### src/rtl/lutram_test_pkg.sv
// Shared encodings for the LUTRAM pattern tester.
// Holds FSM state encoding and pattern mode constants.
package lutram_test_pkg;

    typedef enum logic [2:0] {
        S_IDLE  = 3'd0,
        S_CLEAR = 3'd1,
        S_WRITE = 3'd2,
        S_READ  = 3'd3,
        S_DONE  = 3'd4
    } state_t;

    localparam logic [1:0] MODE_ALTBIT = 2'd0;
    localparam logic [1:0] MODE_ADDR   = 2'd1;
    localparam logic [1:0] MODE_NADDR  = 2'd2;
    localparam logic [1:0] MODE_ONES   = 2'd3;

endpackage

### src/rtl/lutram_sp.sv
// Single-port distributed RAM: synchronous write, asynchronous read.
// Ports: clk_i, we_i, addr_i, d_i -> q_o. Contents are never reset.
module lutram_sp #(
    parameter int A_WIDTH = 6,
    parameter int D_WIDTH = 1
) (
    input  logic               clk_i,
    input  logic               we_i,
    input  logic [A_WIDTH-1:0] addr_i,
    input  logic [D_WIDTH-1:0] d_i,
    output logic [D_WIDTH-1:0] q_o
);

    (* ram_style = "distributed" *)
    logic [D_WIDTH-1:0] mem [2**A_WIDTH];

    always_ff @(posedge clk_i) begin
        if (we_i) begin
            mem[addr_i] <= d_i;
        end
    end

    assign q_o = mem[addr_i];

endmodule

### src/rtl/lutram_pattern_tester.sv
// Clears, fills and reads back a LUTRAM with a selectable pattern.
// Ports: clk_i, rst_ni, start_i, mode_i, inject_i -> q_o, busy_o, done_o, pass_o, err_cnt_o, first_err_addr_o.
module lutram_pattern_tester
    import lutram_test_pkg::*;
#(
    parameter int          A_WIDTH         = 6,
    parameter int          D_WIDTH         = 1,
    parameter logic [31:0] DIV_COUNTER_END = 32'h00FF_FFFF
) (
    input  logic               clk_i,
    input  logic               rst_ni,
    input  logic               start_i,
    input  logic [1:0]         mode_i,
    input  logic               inject_i,
    output logic [D_WIDTH-1:0] q_o,
    output logic               busy_o,
    output logic               done_o,
    output logic               pass_o,
    output logic [A_WIDTH:0]   err_cnt_o,
    output logic [A_WIDTH-1:0] first_err_addr_o
);

    function automatic logic [D_WIDTH-1:0] pattern(
        input logic [1:0]         m,
        input logic [A_WIDTH-1:0] a
    );
        logic [D_WIDTH-1:0] ext;
        ext = D_WIDTH'(a);
        unique case (m)
            MODE_ALTBIT: pattern = {D_WIDTH{a[0]}};
            MODE_ADDR:   pattern = ext;
            MODE_NADDR:  pattern = ~ext;
            default:     pattern = '1;
        endcase
    endfunction

    logic [31:0]        div_q;
    logic               tick;
    state_t             state_q, state_d;
    logic [A_WIDTH-1:0] addr_q, addr_d;
    logic [A_WIDTH:0]   err_q, err_d;
    logic [A_WIDTH-1:0] ferr_q, ferr_d;
    logic               fseen_q, fseen_d;
    logic [1:0]         mode_q, mode_d;
    logic               we;
    logic [D_WIDTH-1:0] wdata;
    logic               at_end;

    assign tick   = (div_q == DIV_COUNTER_END);
    assign at_end = (addr_q == '1);

    lutram_sp #(
        .A_WIDTH(A_WIDTH),
        .D_WIDTH(D_WIDTH)
    ) u_ram (
        .clk_i (clk_i),
        .we_i  (we & tick),
        .addr_i(addr_q),
        .d_i   (wdata),
        .q_o   (q_o)
    );

    always_comb begin
        state_d = state_q;
        addr_d  = addr_q;
        err_d   = err_q;
        ferr_d  = ferr_q;
        fseen_d = fseen_q;
        mode_d  = mode_q;
        we      = 1'b0;
        wdata   = pattern(mode_q, addr_q);
        case (state_q)
            S_IDLE, S_DONE: begin
                if (start_i) begin
                    state_d = S_CLEAR;
                    mode_d  = mode_i;
                    addr_d  = '0;
                    err_d   = '0;
                    ferr_d  = '0;
                    fseen_d = 1'b0;
                end
            end
            S_CLEAR: begin
                we     = 1'b1;
                wdata  = '0;
                addr_d = addr_q + 1'b1;
                if (at_end) state_d = S_WRITE;
            end
            S_WRITE: begin
                we = 1'b1;
                // Fault injection flips one bit of the cell at address 0
                if (addr_q == '0) wdata[0] = wdata[0] ^ inject_i;
                addr_d = addr_q + 1'b1;
                if (at_end) state_d = S_READ;
            end
            S_READ: begin
                if (q_o != pattern(mode_q, addr_q)) begin
                    if (err_q != '1) err_d = err_q + 1'b1;
                    if (!fseen_q) begin
                        fseen_d = 1'b1;
                        ferr_d  = addr_q;
                    end
                end
                addr_d = addr_q + 1'b1;
                if (at_end) state_d = S_DONE;
            end
            default: state_d = S_IDLE;
        endcase
    end

    always_ff @(posedge clk_i or negedge rst_ni) begin
        if (!rst_ni) begin
            div_q   <= '0;
            state_q <= S_IDLE;
            addr_q  <= '0;
            err_q   <= '0;
            ferr_q  <= '0;
            fseen_q <= 1'b0;
            mode_q  <= MODE_ALTBIT;
        end else begin
            div_q <= tick ? 32'd0 : div_q + 32'd1;
            if (tick) begin
                state_q <= state_d;
                addr_q  <= addr_d;
                err_q   <= err_d;
                ferr_q  <= ferr_d;
                fseen_q <= fseen_d;
                mode_q  <= mode_d;
            end
        end
    end

    assign busy_o = (state_q == S_CLEAR) || (state_q == S_WRITE) ||
                    (state_q == S_READ);
    assign done_o = (state_q == S_DONE);
    assign pass_o = done_o && (err_q == '0);
    assign err_cnt_o        = err_q;
    assign first_err_addr_o = ferr_q;

endmodule
### config.mk
export PLATFORM = sky130hd
export DESIGN_NAME = lutram_pattern_tester
export DESIGN_NICKNAME = d
export VERILOG_FILES = /design/src/rtl/lutram_test_pkg.sv /design/src/rtl/lutram_sp.sv /design/src/rtl/lutram_pattern_tester.sv
export SDC_FILE = /design/constraint.sdc
export NUM_CORES = 1
export LEC_CHECK = 0
export ABC_AREA = 1
export CAP_MARGIN = 20
export CORE_AREA = 2 2 111 113
export DETAILED_ROUTE_END_ITERATION = 8
export DIE_AREA = 0 0 113 115
export PLACE_DENSITY = 0.76
export SLEW_MARGIN = 15
export SYNTH_ARGS = -nofsm -noshare
export SYNTH_HDL_FRONTEND = slang
export SYNTH_SLANG_ARGS = --single-unit
### constraint.sdc
create_clock -name clk_i -period 4.25 [get_ports clk_i]
set_clock_uncertainty 0.2 [all_clocks]
set_input_delay 1.0625 -clock clk_i [delete_from_list [all_inputs] [get_ports clk_i]]
set_output_delay 1.0625 -clock clk_i [all_outputs]
set_load 0.02 [all_outputs]
==> flow_summary.toml, run 1 <==
[status]
status = "finished, violations left"
violations = "design-rule violations"

[place]
port_buffers = 22
gp_congestion = 0.873
post_dp_cell_area_mm2 = 0.00682
dp.cells = 922
dp_hpwl_mm = 9.46

[synthesis]
syn_nets = 772
ys_warn_count = 0
synth_top_area_cell = "edfxtp_1"
avgSynthCellArea_um2 = 8.48
ys.flop_type = "edfxtp_1"
synth.area.top_cells = "edfxtp_1 30%, dfrtp_1 22%, nand2_1 8.6%"
synth_top_area_share_pct = 29.8
synthesis.area_mm2 = 0.00645
synth_cell_type_count = 43
ys_ff_latch = 121
synth_edf_count = 64
async_flop_share_pct = 47.1
seq_area_frac_synth_pct = 51.9
synthCells = 761

[floorplan]
start_util_pct = 54.6
die_y_um = 115
row_count = 40
dieArea_mm2 = 0.0130
ios = 23
die_x_um = 113
core_area_mm2 = 0.0118

[layout]
final_cells = 954
final_area_mm2 = 0.00734
layout_commonest_cell = "nand2_1"
multi_input_area_mm2 = 0.00249
drive_gt1_share_pct = 9.67
final_util_pct = 62.2
regArea_mm2 = 0.00335
nFillCells = 1020
nets = 805
area_growth_pct = 13.8
antenna_cells = 0
mostFrequentLayoutCells = "148 x nand2_1, 138 x inv_1, 122 x nor2_1"

[critical_path]
start_kind = "flip-flop"
cp-end-kind = "output pin"
cp.required_ns = 2.99
path_class = "flip-flop to output pin"
crit_fanout = 10
cp.arrival_ns = 2.77

[clocking]
post_cts_resized = 0
clockBufferDepth = 2
clk_latency_ns = 0.43
h-tree-depth = 4
clock_sink_count = 121
root_buffer = "clkbuf_16"
cts_tree = "done"
post_cts_buffers = 0
path_clk_slew_ns = 0.06
cts_buffers = 17
postCtsHoldBufs = 0

[global_route]
antenna_found_initial = 0
grtUsageTotal_pct = 23.0
grt_pass1_wl_mm = 23.2
grt_pass1_vias = 5015
overflow = 0
grt_max_degree = 65

[sta]
worst_slew_pin_slew_ns = 0.911
finalSetupTns_ns = 0
slew_headroom_pct = 39.3
timing.final.crit_share_pct = 94.8
rsz0062_at_grt = "no"
slew_viol_final = 0
setup_viol = 0
final_hold_viol_count = 0
max_freq_ghz = 0.248
period_needed_ns = 4.03

[flow_run]
cap_violations = 0

[route]
wl_per_cell_um = 14.6
vias = 5071
drt_iter0_drc = 392
postRouteAntennaNets = 0
drc = 1
routed_via_density = 5.32
first_pass_iters = 8
wirelength_mm = 14.0

[min_path]
worstHoldPathType = "flip-flop to flip-flop"

[pwr]
fin_total_pwr_w = 0.00256
powerDensity_mw_per_mm2 = 349
max-vdd-ir-drop_mv = 0.329
power.leakage_nw = 3.32
-- flip-flops by register name, indices dropped and copies added (netlist names) --
| register | count |
|---|---|
| err_cnt_o | 7 |
| div_q | 32 |
| first_err_addr_o | 6 |
| addr_q | 6 |
| mode_q | 2 |
| state_q | 3 |
| fseen_q | 1 |
| u_ram.mem | 64 |
-- worst max-delay path: stages, from the launching register on --
cell and delay (ns):
dfrtp_1 0.58, inv_1 0.19, nor2_4 0.30, nand3_1 0.14, nand2_1 0.10, o21ai_0 0.13
nand2_1 0.11, nor2_1 0.06, nand2_1 0.10, clkdlybuf4s50_1 0.62
-- Yosys cell counts (5+ instances only) --
cell type	number
dfrtp_1	57
inv_1	138
edfxtp_1	64
nand4_1	9
o21ai_1	9
nor3_1	17
ha_1	5
nand3_4	8
inv_2	6
a21oi_1	13
nor2_1	122
xor2_1	17
o21ai_0	23
nand3_1	63
buf_4	6
nand2_1	148
nor4_1	7
-- layout make-up --
type                            count  area share (%)
Sequential cell                   121            45.6
Clock buffer                       17            5.79
Inverter                          145            7.45
Tap cell                          147            2.50
Clock inverter                     15            1.40
Multi-Input combinational cell    483            33.9
Timing Repair Buffer               26            3.34
-- cells by family (layout without fill, tap and decap cells) --
group,Yosys count,in the layout,synth area share (%)
flip-flops,121,121,51.9
XOR/XNOR,19,19,2.58
buffers and inverters,157,203,9.71
AND/OR/NAND/NOR,403,403,29.9
adder cells (fa/ha/maj),5,5,0.970
AO/OA/AOI/OAI,56,56,4.96
-- metal layers --
layer / GRT usage, % / up-vias / part of all wire [%]
li1: - / 2490 / -
met1: 27.3 / 2408 / 42
met2: 39.1 / 130 / 50
met3: 5.96 / 43 / 4.4
met4: 11.6 / 0 / 3.3
met5: 0 / - / 0
-- per-stage QoR --
stage | hold WS (ns) | setup WS, ns
after floorplan | 0.233 | 0.299
final | 0.262 | 0.220
after detailed placement | 0.261 | 0.722
after global routing | 0.282 | 0.0719
after global placement | 0.246 | 0.811
after CTS | 0.269 | 0.247
-- where the power goes --
| group | switching, W | internal, W | leakage, nW | total, W |
|---|---|---|---|---|
| Sequential | 0.000000525 | 0.00124 | 1.40 | 0.00124 |
| Combinational | 0.0000252 | 0.00000764 | 1.66 | 0.0000329 |
| Clock | 0.000547 | 0.000742 | 0.253 | 0.00129 |
| Total | 0.000573 | 0.00199 | 3.32 | 0.00256 |
-- path summary, 6_finish.rpt --
path	endpoint	cells after the start	slack [ns]	from
min in group asynchronous	div_q[4]	1	0.56	rst_ni
max in group asynchronous	div_q[30]	2	2.49	rst_ni
setup / recovery	q_o	9	0.22	addr_q[2]
hold / removal	div_q[0]	1	0.26	div_q[0]
hold reg to reg	div_q[0]	1	0.26	div_q[0]
setup reg to reg	first_err_addr_o[3]	15	1.27	addr_q[2]
Power figures use the tool's default switching activity.
==> inputs of run 2 (changes only) <==
Settings changed: CORE_AREA 2 2 111 113 to 2 2 164 166, CTS_CLUSTER_DIAMETER set to 40, DIE_AREA 0 0 113 115 to 0 0 166 168, PLACE_DENSITY 0.76 to not set.
==> flow_summary.toml, run 2 (synthesis gave the netlist of run 1 again) <==
[place]
port_buffers = 22
dp_hpwl_mm = 10.1
gp_congestion = 0.813
post_dp_cell_area_mm2 = 0.00706

[sta]
slew_viol_final = 0
worst_slew_pin_slew_ns = 0.682
timing.final.crit_share_pct = 93.1
setup_viol = 0
rsz0062_at_grt = "no"
final_hold_viol_count = 0
max_freq_ghz = 0.253
finalSetupTns_ns = 0
slew_headroom_pct = 54.2
period_needed_ns = 3.96

[critical_path]
worst_path_max_delay_cell = "clkdlybuf4s50_1"
path_class = "flip-flop to output pin"
reg2reg_from = "addr_q[2]"
cp_cell_sequence = "inv_1 -> nor2_4 -> nand3_1 -> nand2_1 -> o21ai_1 -> nand2_1 -> nor2_1 -> nand2_1 -> clkdlybuf4s50_1"
cp.arrival_ns = 2.69
cp_num_buf_inv = 2
crit_fanout = 10
path_delay_family = "simple AND/OR/NAND/NOR gates"
cp-end-kind = "output pin"
ff2ff_setup_slack_ns = 1.34
endpoint = "q_o"
ff2ff_path_depth = 15
start_kind = "flip-flop"
crit_path_start = "addr_q[2]"
reg2reg_to = "first_err_addr_o[2]"
cp_num_cells = 9
max_stage_delay_ns = 0.62
crit_top_cell = "nand2_1"
cp.required_ns = 2.99

[global_route]
use_met1_pct = 14.2
grtUsageTotal_pct = 11.2
grt_use_met3_pct = 3.10
busiest_layer = "met2"
grt_max_degree = 65
grt_pass1_vias = 4909
overflow = 0
antenna_found_initial = 0
met2_usage_pct = 18.7
grt_pass1_wl_mm = 24.9

[flow_run]
cap_violations = 0

[pwr]
powerDensity_mw_per_mm2 = 352
max-vdd-ir-drop_mv = 0.277
power.leakage_nw = 3.34

[route]
first_pass_iters = 5
drt_iter0_drc = 305
postRouteAntennaNets = 0
routed_via_density = 4.31
wirelength_mm = 14.8
wl_per_cell_um = 12.9
vias = 4955
drc = 0

[floorplan]
row_count = 60
die_x_um = 166
start_util_pct = 24.5
ios = 23
dieArea_mm2 = 0.0279
die_y_um = 168
core_area_mm2 = 0.0264

[layout]
layout_commonest_cell = "nand2_1"
antenna_cells = 0
mostFrequentLayoutCells = "148 x nand2_1, 138 x inv_1, 122 x nor2_1"
nets = 806
largest_reg_flops = 64
area_growth_pct = 18.7
drive_gt1_share_pct = 9.65
largest-register = "u_ram.mem"
final_area_mm2 = 0.00766

[clocking]
path_clk_slew_ns = 0.06
cts_tree = "done"
clk_latency_ns = 0.43
clock_sink_count = 121
clockBufferDepth = 2
h-tree-depth = 4
root_buffer = "clkbuf_16"
cts_buffers = 17
postCtsHoldBufs = 0
post_cts_resized = 0
post_cts_buffers = 0

[min_path]
worstHoldPathType = "flip-flop to flip-flop"

[status]
status = "completed"
run 2: per-stage QoR:
| stage | instances | hold WS, ns | power (W) | utilization (%) | setup WS [ns] |
|---|---|---|---|---|---|
| 6_report | 1149 | 0.269 | 0.00270 | 29.1 | 0.294 |
| 5_1_grt | 1149 | 0.295 | 0.00277 | 29.1 | 0.109 |
| 4_1_cts | 1148 | 0.274 | 0.00272 | 29.0 | 0.243 |
| 3_5_place_dp | 1116 | 0.267 | 0.00130 | 26.8 | 0.711 |
| 3_3_place_gp | 1116 | 0.254 | 0.00130 | 26.8 | 0.757 |
| 2_1_floorplan | 761 | 0.233 | 0.00127 | - | 0.299 |
run 2: final cells by class:
| type | count | area, µm² |
|---|---|---|
| Clock buffer | 17 | 425 |
| Clock inverter | 15 | 153 |
| Fill cell | 2791 | 18700 |
| Inverter | 145 | 547 |
| Multi-Input combinational cell | 483 | 2490 |
| Sequential cell | 121 | 3350 |
| Tap cell | 341 | 427 |
| Timing Repair Buffer | 27 | 265 |
run 2: power breakdown:
| part | internal (W) | leakage (nW) | total [W] | switching (W) |
|---|---|---|---|---|
| logic | 0.00000949 | 1.67 | 0.0000359 | 0.0000264 |
| registers | 0.00124 | 1.40 | 0.00124 | 0.000000505 |
| clock network | 0.000860 | 0.263 | 0.00142 | 0.000561 |
| total | 0.00211 | 3.34 | 0.00270 | 0.000588 |
run 2: worst min-delay path by stage:
stage,from,endpoint,depth (start not counted)
CTS,div_q[0],div_q[0],1
detailed placement,first_err_addr_o[1],first_err_addr_o[1],2
global placement,div_q[0],div_q[0],1
finish,div_q[0],div_q[0],1
global route,div_q[0],div_q[0],1
floorplan,div_q[0],div_q[0],1
run 2: layer usage:
metal	routed length (µm)	vias up
met4	162	0
met5	0	-
met1	6890	2350
met2	7230	86
met3	546	18
li1	-	2501
==> inputs of run 3 (changes only) <==
Settings changed: PLACE_DENSITY set to 0.38.
==> flow_summary.toml, run 3 (synthesis gave the netlist of run 1 again) <==
[place]
dp.cells = 1116
dp_slack_ns = 0.652
post_dp_cell_area_mm2 = 0.00706
dp_hpwl_mm = 11.7
port_buffers = 22
gp_congestion = 0.769

[layout]
mostFrequentLayoutCells = "148 x nand2_1, 138 x inv_1, 122 x nor2_1"
drive_gt1_share_pct = 9.79
largest-register = "u_ram.mem"
area_growth_pct = 18.8
largest_reg_flops = 64
final_cells = 1148
final_area_mm2 = 0.00766
layout_commonest_cell = "nand2_1"
nets = 805
antenna_cells = 0

[sta]
period_needed_ns = 4.00
setup_ws_ns = 0.253
setup_viol = 0
slew_viol_final = 0
finalSetupTns_ns = 0
max_freq_ghz = 0.250
worst_slew_pin_slew_ns = 0.642
holdWs_ns = 0.266
slew_headroom_pct = 56.9
timing.final.crit_share_pct = 94.0
rsz0062_at_grt = "no"
final_hold_viol_count = 0

[clocking]
post_cts_resized = 0
clockBufferDepth = 2
clk_latency_ns = 0.42
clock_sink_count = 121
root_buffer = "clkbuf_16"
path_clk_slew_ns = 0.06
cts_tree = "done"
postCtsHoldBufs = 0
cts_buffers = 17
post_cts_buffers = 0
h-tree-depth = 4

[floorplan]
dieArea_mm2 = 0.0279
start_util_pct = 24.5
die_y_um = 168
ios = 23
die_x_um = 166
row_count = 60
core_area_mm2 = 0.0264

[global_route]
grt_max_degree = 65
antenna_found_initial = 0
overflow = 0
grtUsageTotal_pct = 12.6
grt_pass1_wl_mm = 27.3
grt_pass1_vias = 4961

[route]
drc = 0
drt_iter0_drc = 284
vias = 4849
routed_via_density = 4.22
first_pass_iters = 6
postRouteAntennaNets = 0
wirelength_mm = 16.9
wl_per_cell_um = 14.7

[pwr]
sequentialPowerShare_pct = 44.3
power.leakage_nw = 3.36
pwr-share-clk_pct = 54.4
switching_share_pct = 23.6
p_comb_share_pct = 1.3
p_int_w = 0.00214
max-vdd-ir-drop_mv = 0.232
p_switching_w = 0.000658
powerDensity_mw_per_mm2 = 365

[min_path]
worstHoldPathType = "flip-flop to flip-flop"

[critical_path]
cp_cell_sequence = "inv_1 -> nor2_4 -> nand3_1 -> nand2_1 -> o21ai_1 -> nand2_1 -> nor2_1 -> nand2_1 -> clkdlybuf4s50_1"
max_stage_delay_ns = 0.63
path_class = "flip-flop to output pin"
crit_top_cell = "nand2_1"
start_kind = "flip-flop"
cp.arrival_ns = 2.73
worst_path_max_delay_cell = "clkdlybuf4s50_1"
cp-end-kind = "output pin"
cp.required_ns = 2.99
crit_fanout = 10

[status]
status = "completed"

[flow_run]
cap_violations = 0
run 3: final timing paths:
path / start / to / slack [ns] / depth (start not counted)
max: addr_q[2] / q_o / 0.25 / 9
min in group asynchronous: rst_ni / div_q[12] / 0.39 / 1
max in group asynchronous: rst_ni / addr_q[4] / 2.56 / 2
max reg2reg: addr_q[2] / first_err_addr_o[0] / 1.27 / 15
min reg2reg: div_q[0] / div_q[0] / 0.27 / 1
min: div_q[0] / div_q[0] / 0.27 / 1
run 3: critical path, delay by kind of cell, from the launching register on:
kind,cells,cell delay (ns)
AOI/OAI and AO/OA,1,0.07
DFF,1,0.59
buffers and inverters,2,0.81
and+or+nand+nor,6,0.85
run 3: area by class of cell:
class                      count  area (µm²)
timing repair buffer          26         245
inverter                     145         547
tap                          341         427
clock inverter                15         179
sequential                   121        3350
fill                        2825       18700
clock buffer                  17         425
multi-input combinational    483        2490
run 3: power by group through the flow:
stage,sequential (W),combinational (W),clock [W]
global placement,0.00126,0.0000379,0
finish,0.00124,0.0000350,0.00152
global route,0.00124,0.0000403,0.00161
detailed placement,0.00126,0.0000376,0
CTS,0.00124,0.0000377,0.00156
floorplan,0.00126,0.00000953,0
run 3: stage by stage:
step	utilization (%)	total power, W
after CTS	29.1	0.00284
final	29.1	0.00279
after floorplan	-	0.00127
after global routing	29.1	0.00288
after detailed placement	26.8	0.00130
after global placement	26.8	0.00130
run 3: metal layers:
metal	GRT usage, %	up-vias	part of all wire [%]
li1	-	2489	-
met1	16.5	2291	48
met2	20.8	53	48
met3	2.56	16	2.1
met4	4.65	0	2.2
met5	0	-	0
